**config.mk**
```make
export PLATFORM = sky130hd
export DESIGN_NAME = stopwatch_core
export DESIGN_NICKNAME = d
export VERILOG_FILES = /design/src/rtl/stopwatch_core.sv
export SDC_FILE = /design/constraint.sdc
export NUM_CORES = 1
export LEC_CHECK = 0
export ABC_AREA = 1
export BUFFER_PORTS_ARGS = -buffer_cell sky130_fd_sc_hd__buf_2
export CAP_MARGIN = 15
export CORE_UTILIZATION = 30
export DETAILED_ROUTE_END_ITERATION = 8
export PLACE_DENSITY = 0.5
export SYNTH_ARGS = -nofsm -noshare
export SYNTH_HDL_FRONTEND = slang
export SYNTH_SLANG_ARGS = --single-unit
```
**constraint.sdc**
```tcl
create_clock -name M_CLK -period 2.45 [get_ports M_CLK]
set_input_delay 0.3675 -clock M_CLK [delete_from_list [all_inputs] [get_ports M_CLK]]
set_output_delay 0.3675 -clock M_CLK [all_outputs]
set_load 0.02 [all_outputs]
```
**src/rtl/stopwatch_core.sv**
```systemverilog
// stopwatch_core: MM:SS BCD timekeeping core.
// Counts 1 Hz strobes while running, supports pause/resume, clear, and
// per-field adjust with a blink mask for the display multiplexer.
//
//   state     | meaning
//   ----------+----------------------------------------------------------
//   ST_RUN    | ONE_TICK advances MM:SS with carries, RUNNING = 1
//   ST_PAUSED | count frozen, PAUSE_PULSE resumes
//   ST_ADJUST | ADJ_TICK bumps the SEL field, BLINK_TICK toggles blink phase
module stopwatch_core #(
  parameter int MAX_MINUTES  = 59,
  parameter bit START_PAUSED = 1'b0
) (
  input  logic       M_CLK,
  input  logic       RST_N,
  input  logic       ONE_TICK,
  input  logic       BLINK_TICK,
  input  logic       ADJ_TICK,
  input  logic       PAUSE_PULSE,
  input  logic       CLEAR_PULSE,
  input  logic       ADJ,
  input  logic       SEL,
  output logic [3:0] MIN_TENS,
  output logic [3:0] MIN_ONES,
  output logic [3:0] SEC_TENS,
  output logic [3:0] SEC_ONES,
  output logic       RUNNING,
  output logic       BLANK_MIN,
  output logic       BLANK_SEC
);

  typedef enum logic [1:0] {
    ST_RUN    = 2'd0,
    ST_PAUSED = 2'd1,
    ST_ADJUST = 2'd2
  } state_e;

  localparam state_e     RESET_STATE = START_PAUSED ? ST_PAUSED : ST_RUN;
  localparam logic [3:0] MAX_MT      = 4'(MAX_MINUTES / 10);
  localparam logic [3:0] MAX_MO      = 4'(MAX_MINUTES % 10);

  state_e     state_q, state_d;
  state_e     saved_q, saved_d;
  logic       phase_q, phase_d;

  logic [3:0] min_tens_q, min_tens_d;
  logic [3:0] min_ones_q, min_ones_d;
  logic [3:0] sec_tens_q, sec_tens_d;
  logic [3:0] sec_ones_q, sec_ones_d;

  logic       running_q, running_d;
  logic       blank_min_q, blank_min_d;
  logic       blank_sec_q, blank_sec_d;

  // Field increment helpers: wrapped +1 for each field, shared by count and adjust
  logic [3:0] sec_inc_tens, sec_inc_ones;
  logic [3:0] min_inc_tens, min_inc_ones;
  logic       sec_wraps;

  // State, saved state and blink phase registers
  always_ff @(posedge M_CLK or negedge RST_N) begin
    if (!RST_N) begin
      state_q <= RESET_STATE;
      saved_q <= RESET_STATE;
      phase_q <= 1'b0;
    end else begin
      state_q <= state_d;
      saved_q <= saved_d;
      phase_q <= phase_d;
    end
  end

  // Next-state: ADJ dominates, PAUSE_PULSE only toggles RUN/PAUSED outside adjust
  always_comb begin
    state_d = state_q;
    saved_d = saved_q;
    unique case (state_q)
      ST_RUN, ST_PAUSED: begin
        if (ADJ) begin
          state_d = ST_ADJUST;
          saved_d = state_q;
        end else if (PAUSE_PULSE) begin
          state_d = (state_q == ST_RUN) ? ST_PAUSED : ST_RUN;
        end
      end
      ST_ADJUST: begin
        if (!ADJ) state_d = saved_q;
      end
      default: state_d = RESET_STATE;
    endcase
  end

  // Blink phase: cleared on any entry to or exit from adjust, toggled by BLINK_TICK inside it
  always_comb begin
    phase_d = phase_q;
    if ((state_q == ST_ADJUST) != (state_d == ST_ADJUST)) begin
      phase_d = 1'b0;
    end else if (state_q == ST_ADJUST && BLINK_TICK) begin
      phase_d = ~phase_q;
    end
  end

  // Seconds +1 with 59 -> 00 wrap; sec_wraps flags the carry into minutes
  always_comb begin
    sec_inc_tens = sec_tens_q;
    sec_inc_ones = sec_ones_q + 4'd1;
    sec_wraps    = 1'b0;
    if (sec_ones_q >= 4'd9) begin
      sec_inc_ones = 4'd0;
      if (sec_tens_q >= 4'd5) begin
        sec_inc_tens = 4'd0;
        sec_wraps    = 1'b1;
      end else begin
        sec_inc_tens = sec_tens_q + 4'd1;
      end
    end
  end

  // Minutes +1 with MAX_MINUTES -> 00 wrap
  always_comb begin
    min_inc_tens = min_tens_q;
    min_inc_ones = min_ones_q + 4'd1;
    if (min_tens_q == MAX_MT && min_ones_q == MAX_MO) begin
      min_inc_tens = 4'd0;
      min_inc_ones = 4'd0;
    end else if (min_ones_q >= 4'd9) begin
      min_inc_tens = min_tens_q + 4'd1;
      min_inc_ones = 4'd0;
    end
  end

  // Digit update: clear wins, then counting (RUN) or field adjust (ADJUST), judged on state_q
  always_comb begin
    min_tens_d = min_tens_q;
    min_ones_d = min_ones_q;
    sec_tens_d = sec_tens_q;
    sec_ones_d = sec_ones_q;
    if (CLEAR_PULSE) begin
      min_tens_d = 4'd0;
      min_ones_d = 4'd0;
      sec_tens_d = 4'd0;
      sec_ones_d = 4'd0;
    end else if (state_q == ST_RUN && ONE_TICK) begin
      sec_tens_d = sec_inc_tens;
      sec_ones_d = sec_inc_ones;
      if (sec_wraps) begin
        min_tens_d = min_inc_tens;
        min_ones_d = min_inc_ones;
      end
    end else if (state_q == ST_ADJUST && ADJ_TICK) begin
      if (SEL) begin
        sec_tens_d = sec_inc_tens;
        sec_ones_d = sec_inc_ones;
      end else begin
        min_tens_d = min_inc_tens;
        min_ones_d = min_inc_ones;
      end
    end
  end

  // Output decode from the next state so every output is a flop
  always_comb begin
    running_d   = (state_d == ST_RUN);
    blank_sec_d = phase_d & SEL;
    blank_min_d = phase_d & ~SEL;
  end

  // Digit registers
  always_ff @(posedge M_CLK or negedge RST_N) begin
    if (!RST_N) begin
      min_tens_q <= 4'd0;
      min_ones_q <= 4'd0;
      sec_tens_q <= 4'd0;
      sec_ones_q <= 4'd0;
    end else begin
      min_tens_q <= min_tens_d;
      min_ones_q <= min_ones_d;
      sec_tens_q <= sec_tens_d;
      sec_ones_q <= sec_ones_d;
    end
  end

  // Status output registers
  always_ff @(posedge M_CLK or negedge RST_N) begin
    if (!RST_N) begin
      running_q   <= (RESET_STATE == ST_RUN);
      blank_min_q <= 1'b0;
      blank_sec_q <= 1'b0;
    end else begin
      running_q   <= running_d;
      blank_min_q <= blank_min_d;
      blank_sec_q <= blank_sec_d;
    end
  end

  assign MIN_TENS  = min_tens_q;
  assign MIN_ONES  = min_ones_q;
  assign SEC_TENS  = sec_tens_q;
  assign SEC_ONES  = sec_ones_q;
  assign RUNNING   = running_q;
  assign BLANK_MIN = blank_min_q;
  assign BLANK_SEC = blank_sec_q;

endmodule

```
# Word-level counts from Yosys, hierarchy flattened
# Cells that the tools add are included.
# classes
reduce_logical	11
n_eq_ne	8
n_mux	34
magnitude_cmp	3
add_sub_neg	4
bitwise	4
# op_table
cell	n
two-way mux 4 bit	25
adder 4 x 1 -> 4 bit (second input constant)	4
greater-or-equal comparator 4 bit (second input constant)	2
two-way mux 2 bit	3
nonzero test 3 bit	2
two-way mux 1 bit	5
== test 2 bit (second input constant)	2
== test 4 x 3 -> 1 bit (second input constant)	1
== test 4 bit (second input constant)	1
greater-or-equal comparator 4 x 3 -> 1 bit (second input constant)	1
logical AND 1 bit	4
logical NOT 2 bit	2
one-hot mux 2 bit (2 select lines)	1
inequality test 3 x 2 -> 1 bit (second input constant)	1
inequality test 3 bit (second input constant)	1
AND reduction 3 bit	1
AND 1 bit	2
== test 2 x 1 -> 1 bit (second input constant)	1
inverter 1 bit	2
AND reduction 2 bit	1
OR reduction 2 bit	1
inequality test 1 bit	1
# word_totals
regBits	24
input_bits	9
output_inout_bits	19
elab_cells	74

# Longest topological paths before layout
# Gate-level depths: netlist of run 1.
# logic_depth
ltp_word	9
depth_mapped	11
ltp_nobuf	11

# Least setup slack after synthesis of run 1
# Ideal clock, no wire load.
# synth_path
path_kind	flip-flop to flip-flop
startpoint	register sec_tens_q[0], in the netlist SEC_TENS[0]
endpoint	register min_tens_q[0], in the netlist MIN_TENS[0]
n_path_buf	1
arrival_time_ns	1.387
setup_ns	0.065
synth_period_minus_slack_ns	1.452
setup_slack_ns	0.998
required_time_ns	2.385
path_stages_with_launch	11
path_cell_list	dfrtp_1 > inv_1 > ha_1 > nand2_1 > nand2_1 > nand2_1 > nand3_2 > nand2_2 > buf_6 > nand3_1 > nand2_1
# synth_via
elab_chain_len	5
# synth_lines
element	line	rtl
from (decl)	48	logic [3:0] sec_tens_q, sec_tens_d;
from (signal assigned)	178	sec_tens_q <= sec_tens_d;
greater-or-equal comparator 4 x 3 -> 1 bit	110	if (sec_tens_q >= 4'd5) begin
two-way mux 1 bit	110	
two-way mux 1 bit	108	if (sec_ones_q >= 4'd9) begin
inequality test 3 bit (no line)	n/a	
AND reduction 3 bit (no line)	n/a	
to (signal assigned)	176	min_tens_q <= min_tens_d;
to (decl)	46	logic [3:0] min_tens_q, min_tens_d;
# No other way between the ends.
# A chain may end at the register's enable or synchronous reset.

# Worst setup path after layout of run 1
# layout_path
startpoint	register sec_ones_q[0], in the netlist SEC_ONES[0]
endpoint	register min_tens_q[0], in the netlist MIN_TENS[0]
# layout_via
elab_chain_len	4
# layout_lines
element	line	rtl
from (decl)	49	logic [3:0] sec_ones_q, sec_ones_d;
from (signal assigned)	179	sec_ones_q <= sec_ones_d;
greater-or-equal comparator 4 bit	108	
two-way mux 1 bit	108	
inequality test 3 bit (no line)	n/a	
AND reduction 3 bit (no line)	n/a	
# No other way between the ends.

==> run_results.csv, run 1 <==
group,metric,value,unit
synthesis,synthCells,179,
critical_path,end_kind,"flip-flop",
critical_path,r2r_end,"MIN_TENS[0]",
sta,worst_slack,0.8218,ns
route,dr_wl_met3,126,um
floorplanning,dieArea,5043,um2
critical_path,worstPathRequired,2.62,ns
critical_path,crit_family,"simple AND/OR/NAND/NOR gates",
power_and_ir_drop,total_power,1.094,mW
place,placedCellCount,257,
critical_path,startpoint_type,"flip-flop",
global_routing,grt_use_total,0.1192,
sta,period_share,0.6646,
sta,timing.final.crit_period,1.628,ns
floorplanning,initial_core_util,0.3194,
synthesis,synth-edff-count,0,
synthesis,post_synth_num_cell_types,24,
route,firstDrtPassIters,6,
synthesis,ys.warnings.count,0,
sta,maxSlewViolCount,0,
sta,tns,0,ns
clocking,cts-root-buf,"clkbuf_8",
place,dp_hpwl,2.018,mm
critical_path,rr_worst_depth,8,
route,drt_iter0_drc,80,
synthesis,synth-seq-cells,24,
route,drc,0,
place,dpl_cell_area,1618,um2
critical_path,crit_buf_inv,1,
route,viasPerCell,4.414,
clocking,cts_tree,"built",
finish,diodes,0,
route,routed-wl-met2,1.266,mm
route,post_drt_wl_per_cell,10.39,um
critical_path,critPathMaxStageDelay,0.41,ns
sta,relSlewSlack,0.6339,
finish,final_nets,230,
global_routing,grt_pass1_vias,1066,
sta,hold-worst-slack,0.07725,ns
synthesis,ys_seq_area_frac,0.4212,
clocking,cts_resized,0,
finish,ff_latch_area,601.8,um2
floorplanning,core_region_area,4474,um2
finish,final_core_util,0.3716,
critical_path,ff2ff_setup_slack,0.82,ns
floorplanning,rows,24,
global_routing,grt_max_degree,25,
finish,final_cells,261,
synthesis,synth.cell_area,1429,um2
critical_path,worst_path_most_repeated_cell,"nand2_1",
critical_path,cp.depth,8,
finish,layout.cells.most_common_list,"nand2_1 (46), inv_1 (31), buf_2 (27)",
clocking,ctsHtreeMaxLevel,1,
place,io_buffers,27,
floorplanning,io_pins,28,
finish,layout_commonest_cell,"nand2_1",
finish,layout-drive-gt1-share,0.2153,
power_and_ir_drop,p_per_area,658.2,nW/um2
synthesis,synth_nets,199,
finish,area_growth,16.37,%
critical_path,path_cells,"inv_1 > ha_1 > a21oi_1 > nand3_2 > nand2_2 > nand2_1 > nand2_1 > nand2_1",
critical_path,worst_ep_arrival_time,1.79,ns
global_routing,grt_overflow_total,0,
sta,final_hold_viol_count,0,
critical_path,crit_fanout,13,
hold_path,holdCritPathClass,"in2async",
global_routing,antenna_found_initial,0,
job,cap_viol_max_count,0,
power_and_ir_drop,p_leak,0.9476,nW
route,drtAntennaViolNets,0,
route,top_layer_used,"met4",
route,vias,1152,
route,drt-met1-wl,1.284,mm
clocking,clockBufferDepth,2,
route,drt-total-wl,2.712,mm
floorplanning,die_x,71.02,um
sta,tightest_slew,0.5491,ns
synthesis,ys_async_sr_fraction,1.000,
synthesis,synth.avg_cell_area,7.983,um2
power_and_ir_drop,ir_worst_vdd,0.3387,mV
clocking,clk_pin_slew,0.09,ns
clocking,cts_hold_buf,0,
clocking,clk_latency,0.26,ns
sta,fin_skew,0.003731,ns
sta,rsz0062_at_grt,"no",
floorplanning,die_h,71.02,um
sta,fmax,0.6142,GHz
critical_path,r2r_start,"SEC_ONES[0]",
clocking,clock_sinks,24,
place,place_congestion,0.7993,
run_status,status,"complete, no violations",
finish,multi_input_area,695.7,um2
finish,nFillCells,457,
critical_path,crit_type,"reg2reg",
clocking,cts_setup_buffers,0,
global_routing,grt_pass1_wl,4.698,mm
finish,design_area,1663,um2
clocking,cts_made_buffers,3,
place,pre_cts_slack,0.8237,ns
synthesis,synth-main-ff-cell,"dfrtp_1",
critical_path,crit_slowest_cell,"dfrtp_1",
sta,finalSetupViolations,0,
cells in the mapped netlist, types with 2 or more instances:
master | n | area share
a21oi_1 | 4 | 0.014
dfrtp_1 | 23 | 0.40
ha_1 | 11 | 0.096
inv_1 | 31 | 0.081
nand2_1 | 46 | 0.12
nand2_2 | 3 | 0.013
nand3_1 | 15 | 0.053
nand3_2 | 2 | 0.014
nand3b_1 | 2 | 0.011
nor2_1 | 18 | 0.047
o21ai_0 | 5 | 0.018
o21ai_2 | 4 | 0.025
xor2_1 | 4 | 0.025
worst register-to-register path, cell delays in order (launching register included):
cell and delay, ns:
dfrtp_1 0.41, inv_1 0.10, ha_1 0.22, a21oi_1 0.19, nand3_2 0.09, nand2_2 0.23, nand2_1 0.16, nand2_1 0.09
nand2_1 0.04
area by class of cell:
cell class / count / area share
well taps: 52 / 0.03913
flip-flops and latches: 24 / 0.3619
multi-input cells: 122 / 0.4184
inverters: 32 / 0.07223
clock buffers: 4 / 0.02709
repair buffers: 27 / 0.08126
cells by family (layout without fill, tap and decap cells):
group,Yosys count,count (layout),share of synthesized area
AOI/OAI and AO/OA,15,15,0.06479
adders and majority gates,11,11,0.09632
xor gates and xnor gates,5,5,0.03065
DFF,24,24,0.4212
and+or+nand+nor,91,91,0.2951
buffers and inverters,33,63,0.09194
state kept, by name, indices dropped and copies added (netlist names):
name	cells
MIN_ONES	4
BLANK_SEC	1
MIN_TENS	4
phase_q	1
saved_q	2
BLANK_MIN	1
SEC_TENS	4
RUNNING	1
SEC_ONES	4
state_q	2
routing by layer:
| metal | track usage | vias up |
|---|---|---|
| met5 | 0 | - |
| met4 | 0.04000 | 0 |
| met3 | 0.03704 | 5 |
| met2 | 0.1976 | 21 |
| met1 | 0.1476 | 517 |
| li1 | - | 609 |
worst max-delay path by stage:
stage	start	to	slack [ns]
4_1_cts	SEC_TENS[0]	MIN_TENS[1]	0.81
3_3_place_gp	SEC_ONES[0]	MIN_TENS[2]	0.86
5_1_grt	SEC_TENS[0]	MIN_TENS[3]	0.64
3_5_place_dp	SEC_TENS[0]	MIN_TENS[1]	0.82
2_1_floorplan	SEC_TENS[0]	MIN_TENS[0]	1.0
6_report	SEC_ONES[0]	MIN_TENS[0]	0.82
power by group:
part	switching (mW)	leakage, nW	internal, mW
Clock	0.126	0.0228	0.116
Combinational	0.217	0.609	0.122
Sequential	0.0616	0.316	0.452
Total	0.404	0.948	0.690
Power figures use the tool's default switching activity.
==> inputs of run 2 (changes only) <==
PLACE_DENSITY = 0.51   (was 0.5)
clock period = 1.4 ns   (was 2.45 ns; I/O delays follow)
==> run 2 against run 1 <==
Global-route usage rose by 0.60 points; sequential power rose by 74%; register-to-register slack got worse by 0.79 ns; clock power rose to 2.6 times the previous value; non-clock buffer count rose by 21; critical path type unchanged; critical endpoint is now MIN_ONES[1]; largest cell class unchanged.
==> run_results.csv, run 2 (synthesis results as in run 1) <==
group,metric,value,unit
floorplanning,initial_core_util,0.3194,
critical_path,crit_buf_inv,2,
hold_path,min_from,"SEL",
critical_path,crit_slowest_cell,"dfrtp_2",
route,drtAntennaViolNets,0,
sta,period_share,0.9753,
route,drt-total-wl,3.064,mm
clocking,cts_made_buffers,3,
route,drt_iter0_drc,66,
sta,maxSlewViolCount,0,
sta,hold-worst-slack,0.1276,ns
finish,ff_latch_area,609.3,um2
floorplanning,die_x,71.02,um
sta,rsz0062_at_grt,"yes",
global_routing,grt_max_degree,25,
finish,design_area,1987,um2
sta,fin_skew,0.002320,ns
place,io_buffers,27,
floorplanning,dieArea,5043,um2
global_routing,grt_pass1_wl,4.899,mm
clocking,cts-root-buf,"clkbuf_8",
route,drc,0,
finish,layout_commonest_cell,"nand2_1",
route,firstDrtPassIters,6,
sta,tightest_slew,0.5568,ns
power_and_ir_drop,power.switching,814.0,uW
critical_path,worstPathRequired,1.57,ns
route,viasPerCell,4.340,
critical_path,rr_worst_depth,10,
power_and_ir_drop,clkPwrFrac,0.264,
finish,final_core_util,0.4441,
place,dp_hpwl,2.188,mm
route,vias,1224,
finish,layout.cells.most_common_list,"nand2_1 (37), buf_2 (27), inv_1 (25)",
critical_path,end_kind,"flip-flop",
power_and_ir_drop,power.share.switching,0.3430,
job,cap_viol_max_count,0,
critical_path,r2r_end,"MIN_ONES[1]",
critical_path,crit_family,"flip-flops",
finish,area_growth,39.05,%
floorplanning,die_h,71.02,um
critical_path,path_cells,"inv_2 > ha_2 > nand2_1 > nand2_1 > nand2_2 > nand3_2 > nand2_4 > buf_12 > nand3_2 > o21ai_2",
clocking,clockBufferDepth,2,
critical_path,r2r_start,"SEC_TENS[0]",
critical_path,worst_ep_arrival_time,1.54,ns
hold_path,hold_path_end,"BLANK_MIN",
critical_path,critPathMaxStageDelay,0.45,ns
global_routing,grt_overflow_total,0,
critical_path,crit_type,"reg2reg",
finish,final_nets,251,
power_and_ir_drop,p_seq_frac,0.376,
finish,multi_input_area,805.8,um2
sta,finalSetupViolations,0,
power_and_ir_drop,total_power,2.373,mW
power_and_ir_drop,p_leak,1.071,nW
floorplanning,core_region_area,4474,um2
clocking,clock_sinks,24,
sta,fmax,0.7324,GHz
global_routing,antenna_found_initial,0,
critical_path,startpoint_type,"flip-flop",
clocking,cts_tree,"built",
route,post_drt_wl_per_cell,10.87,um
global_routing,grt_pass1_vias,1095,
clocking,clk_latency,0.27,ns
hold_path,whs_path_depth,2,
power_and_ir_drop,p_per_area,1194,nW/um2
critical_path,crit_fanout,5,
floorplanning,rows,24,
finish,layout-drive-gt1-share,0.4304,
run_status,status,"complete, no violations",
critical_path,ff2ff_setup_slack,0.03,ns
floorplanning,io_pins,28,
sta,final_hold_viol_count,0,
sta,timing.final.crit_period,1.365,ns
sta,relSlewSlack,0.6288,
global_routing,grt_use_total,0.1252,
power_and_ir_drop,ir_worst_vdd,0.5735,mV
place,dpl_cell_area,1758,um2
finish,nFillCells,476,
hold_path,holdCritPathClass,"in2reg",
clocking,clk_pin_slew,0.09,ns
power_and_ir_drop,comb_power_share,0.360,
clocking,ctsHtreeMaxLevel,1,
finish,diodes,0,
sta,tns,0,ns
place,place_congestion,0.7709,
power_and_ir_drop,p_int,1.559,mW
## run 2: repair_timing
action,in CTS,in global routing
hold buffers,1,0
cloned,0,0
buffers inserted,1,4
gates resized for setup,6,30
pin swaps,3,11
hold endpoints to repair,23,0
setup endpoints to repair,11,19
## run 2: layer usage
metal	up-vias	track usage	wire (um)
met3	5	0.02137	71
met4	0	0.05333	49
met2	17	0.1859	1376
met1	550	0.1796	1566
li1	652	-	-
met5	-	0	0
## run 2: final cells by class
type                    instances  share of cell area
multi-input cells             122              0.4055
inverters                      32             0.06045
well taps                      52             0.03275
flip-flops and latches         24              0.3067
clock inverters                 1             0.01511
repair buffers                 48              0.1587
clock buffers                   3             0.02078
## run 2: worst register-to-register path, cell delays in order, from the launching register on
cell     delay [ns]
dfrtp_2        0.45
inv_2          0.07
ha_2           0.15
nand2_1        0.04
nand2_1        0.06
nand2_2        0.07
nand3_2        0.08
nand2_4        0.09
buf_12         0.15
nand3_2        0.06
o21ai_2        0.05
## run 2: worst max path at each step
stage	startpoint	endpoint	slack, ns	cells past startpoint
floorplan	SEC_ONES[1]	MIN_ONES[3]	0.03	9
global placement	MIN_ONES[1]	MIN_TENS[2]	-0.06	8
detailed placement	MIN_ONES[1]	MIN_TENS[0]	-0.05	8
CTS	SEC_TENS[0]	MIN_ONES[3]	-0.004	10
global route	SEC_TENS[0]	MIN_ONES[1]	-0.05	10
finish	SEC_TENS[0]	MIN_ONES[1]	0.03	10
## run 2: metrics by stage
stage               setup WS [ns]  cells
floorplan                 0.02609    179
global route             -0.04569    282
global placement         -0.06406    273
detailed placement       -0.04591    273
finish                    0.03455    282
CTS                     -0.004451    279
## run 2: power groups by stage
stage               Sequential [mW]  Combinational [mW]  Clock, mW
floorplan                      1.00               0.332          0
global placement              0.887               0.739          0
detailed placement            0.890               0.739          0
finish                        0.892               0.853      0.627
global route                  0.907               0.954      0.678
CTS                           0.878               0.761      0.647
==> inputs of run 3 (changes only) <==
CORE_UTILIZATION = 45   (was 30)
PLACE_DENSITY = 0.71   (was 0.51)
==> run 3 against run 2 <==
Worst setup slack worse by 0.032 ns; cell count is 4.3% lower; critical path depth is 1 higher; highest routed layer unchanged.
==> run_results.csv, run 3 (synthesis results as in run 1) <==
group,metric,value,unit
critical_path,end_kind,"flip-flop",
critical_path,crit_family,"simple AND/OR/NAND/NOR gates",
clocking,ctsHtreeMaxLevel,1,
hold_path,whs_path_depth,2,
sta,tightest_slew,0.5513,ns
sta,fmax,0.7154,GHz
clocking,cts_made_buffers,3,
clocking,clk_pin_slew,0.13,ns
critical_path,critPathMaxStageDelay,0.43,ns
clocking,clockBufferDepth,2,
power_and_ir_drop,p_per_area,1103,nW/um2
place,dp_hpwl,2.062,mm
floorplanning,dieArea,3405,um2
finish,multi_input_area,760.7,um2
sta,finalSetupViolations,0,
clocking,cts_tree,"built",
critical_path,rr_worst_depth,11,
global_routing,antenna_found_initial,0,
place,place_congestion,0.7952,
floorplanning,die_h,58.35,um
power_and_ir_drop,total_power,2.046,mW
clocking,clk_latency,0.32,ns
critical_path,startpoint_type,"flip-flop",
critical_path,r2r_start,"SEC_TENS[1]",
route,drtAntennaViolNets,0,
finish,ff_latch_area,609.3,um2
critical_path,cp-startpoint,"SEC_TENS[1]",
finish,area_growth,29.77,%
sta,rsz0062_at_grt,"yes",
clocking,cts-root-buf,"clkbuf_4",
finish,layout.cells.most_common_list,"nand2_1 (38), inv_1 (27), buf_2 (27)",
critical_path,crit_slowest_cell,"dfrtp_2",
global_routing,grt_overflow_total,0,
global_routing,grt_max_degree,25,
route,viasPerCell,4.593,
floorplanning,io_pins,28,
critical_path,worst_ep_arrival_time,1.66,ns
route,drt_iter0_drc,24,
sta,maxSlewViolCount,0,
sta,final_hold_viol_count,0,
critical_path,crit_fanout,6,
finish,nFillCells,271,
floorplanning,initial_core_util,0.4719,
critical_path,crit_buf_inv,3,
critical_path,worst_path_most_repeated_cell,"nand2_2",
route,post_drt_wl_per_cell,10.57,um
route,drt-total-wl,2.854,mm
hold_path,min_from,"SEL",
global_routing,grt_pass1_vias,1131,
critical_path,path_cells,"inv_2 > ha_4 > inv_2 > nand2_2 > nand2_2 > nand2_2 > nand3_2 > nand2_4 > buf_6 > nand3_2 > o21ai_2",
floorplanning,rows,20,
sta,period_share,0.9984,
critical_path,crit_type,"reg2reg",
place,pre_cts_slack,-0.01645,ns
hold_path,holdCritPathClass,"in2reg",
critical_path,worstPathRequired,1.66,ns
clocking,clock_sinks,24,
sta,worst_slack,0.002246,ns
route,drc,0,
critical_path,cp.depth,11,
sta,timing.final.crit_period,1.398,ns
sta,fin_skew,0.002872,ns
floorplanning,core_region_area,3028,um2
floorplanning,die_x,58.35,um
sta,relSlewSlack,0.6324,
route,vias,1240,
job,cap_viol_max_count,0,
place,io_buffers,27,
power_and_ir_drop,ir_worst_vdd,0.7736,mV
global_routing,grt_use_total,0.1801,
finish,layout-drive-gt1-share,0.3938,
route,firstDrtPassIters,4,
power_and_ir_drop,p_leak,1.024,nW
run_status,status,"complete, no violations",
finish,final_nets,247,
global_routing,grt_pass1_wl,4.650,mm
finish,layout_commonest_cell,"nand2_1",
finish,diodes,0,
-- run 3: area by class of cell --
type | instances | share of cell area
repair buffers | 44 | 0.1471
flip-flops and latches | 24 | 0.3286
clock buffers | 4 | 0.01957
inverters | 32 | 0.06478
well taps | 44 | 0.02969
multi-input cells | 122 | 0.4103
-- run 3: layer usage --
metal,up-vias,part of all wire,GRT usage
met4,0,0.010,0.05442
met1,570,0.46,0.2214
met2,23,0.50,0.3103
met5,-,0,0
li1,643,-,-
met3,4,0.038,0.04835
-- run 3: power breakdown --
group          leakage [nW]  switching, mW  internal, mW
Combinational         0.695          0.461         0.328
Clock                0.0210          0.213         0.159
Sequential            0.308         0.0870         0.797
-- run 3: path summary, 6_finish.rpt --
| check | end | slack, ns |
|---|---|---|
| setup / recovery | MIN_ONES[0] | 0.002 |
| hold / removal | BLANK_MIN | 0.06 |
| setup reg to reg | MIN_ONES[0] | 0.002 |
| hold reg to reg | saved_q[1] | 0.52 |
| max in group asynchronous | SEC_TENS[1] | 0.62 |
| min in group asynchronous | phase_q | 0.39 |
-- run 3: stage by stage --
| stage | cell area [um2] | hold WS (ns) | instances | utilization | setup TNS [ns] |
|---|---|---|---|---|---|
| after floorplan | 1436 | -0.08559 | 179 | - | 0 |
| after global placement | 1720 | 0.2262 | 263 | 0.5682 | 0 |
| after detailed placement | 1720 | 0.2265 | 263 | 0.5682 | -0.02948 |
| after CTS | 1780 | 0.05408 | 268 | 0.5880 | -0.01348 |
| after global routing | 1854 | 0.03984 | 270 | 0.6124 | -0.8558 |
| final | 1854 | 0.06170 | 270 | 0.6124 | 0 |
-- run 3: what timing repair did --
action,CTS,global route
setup buffers,0,2
hold buffers,1,0
pin swaps,1,7
endpoints found under the setup margin,10,16
gates resized for setup,5,20
hold endpoints to repair,23,0
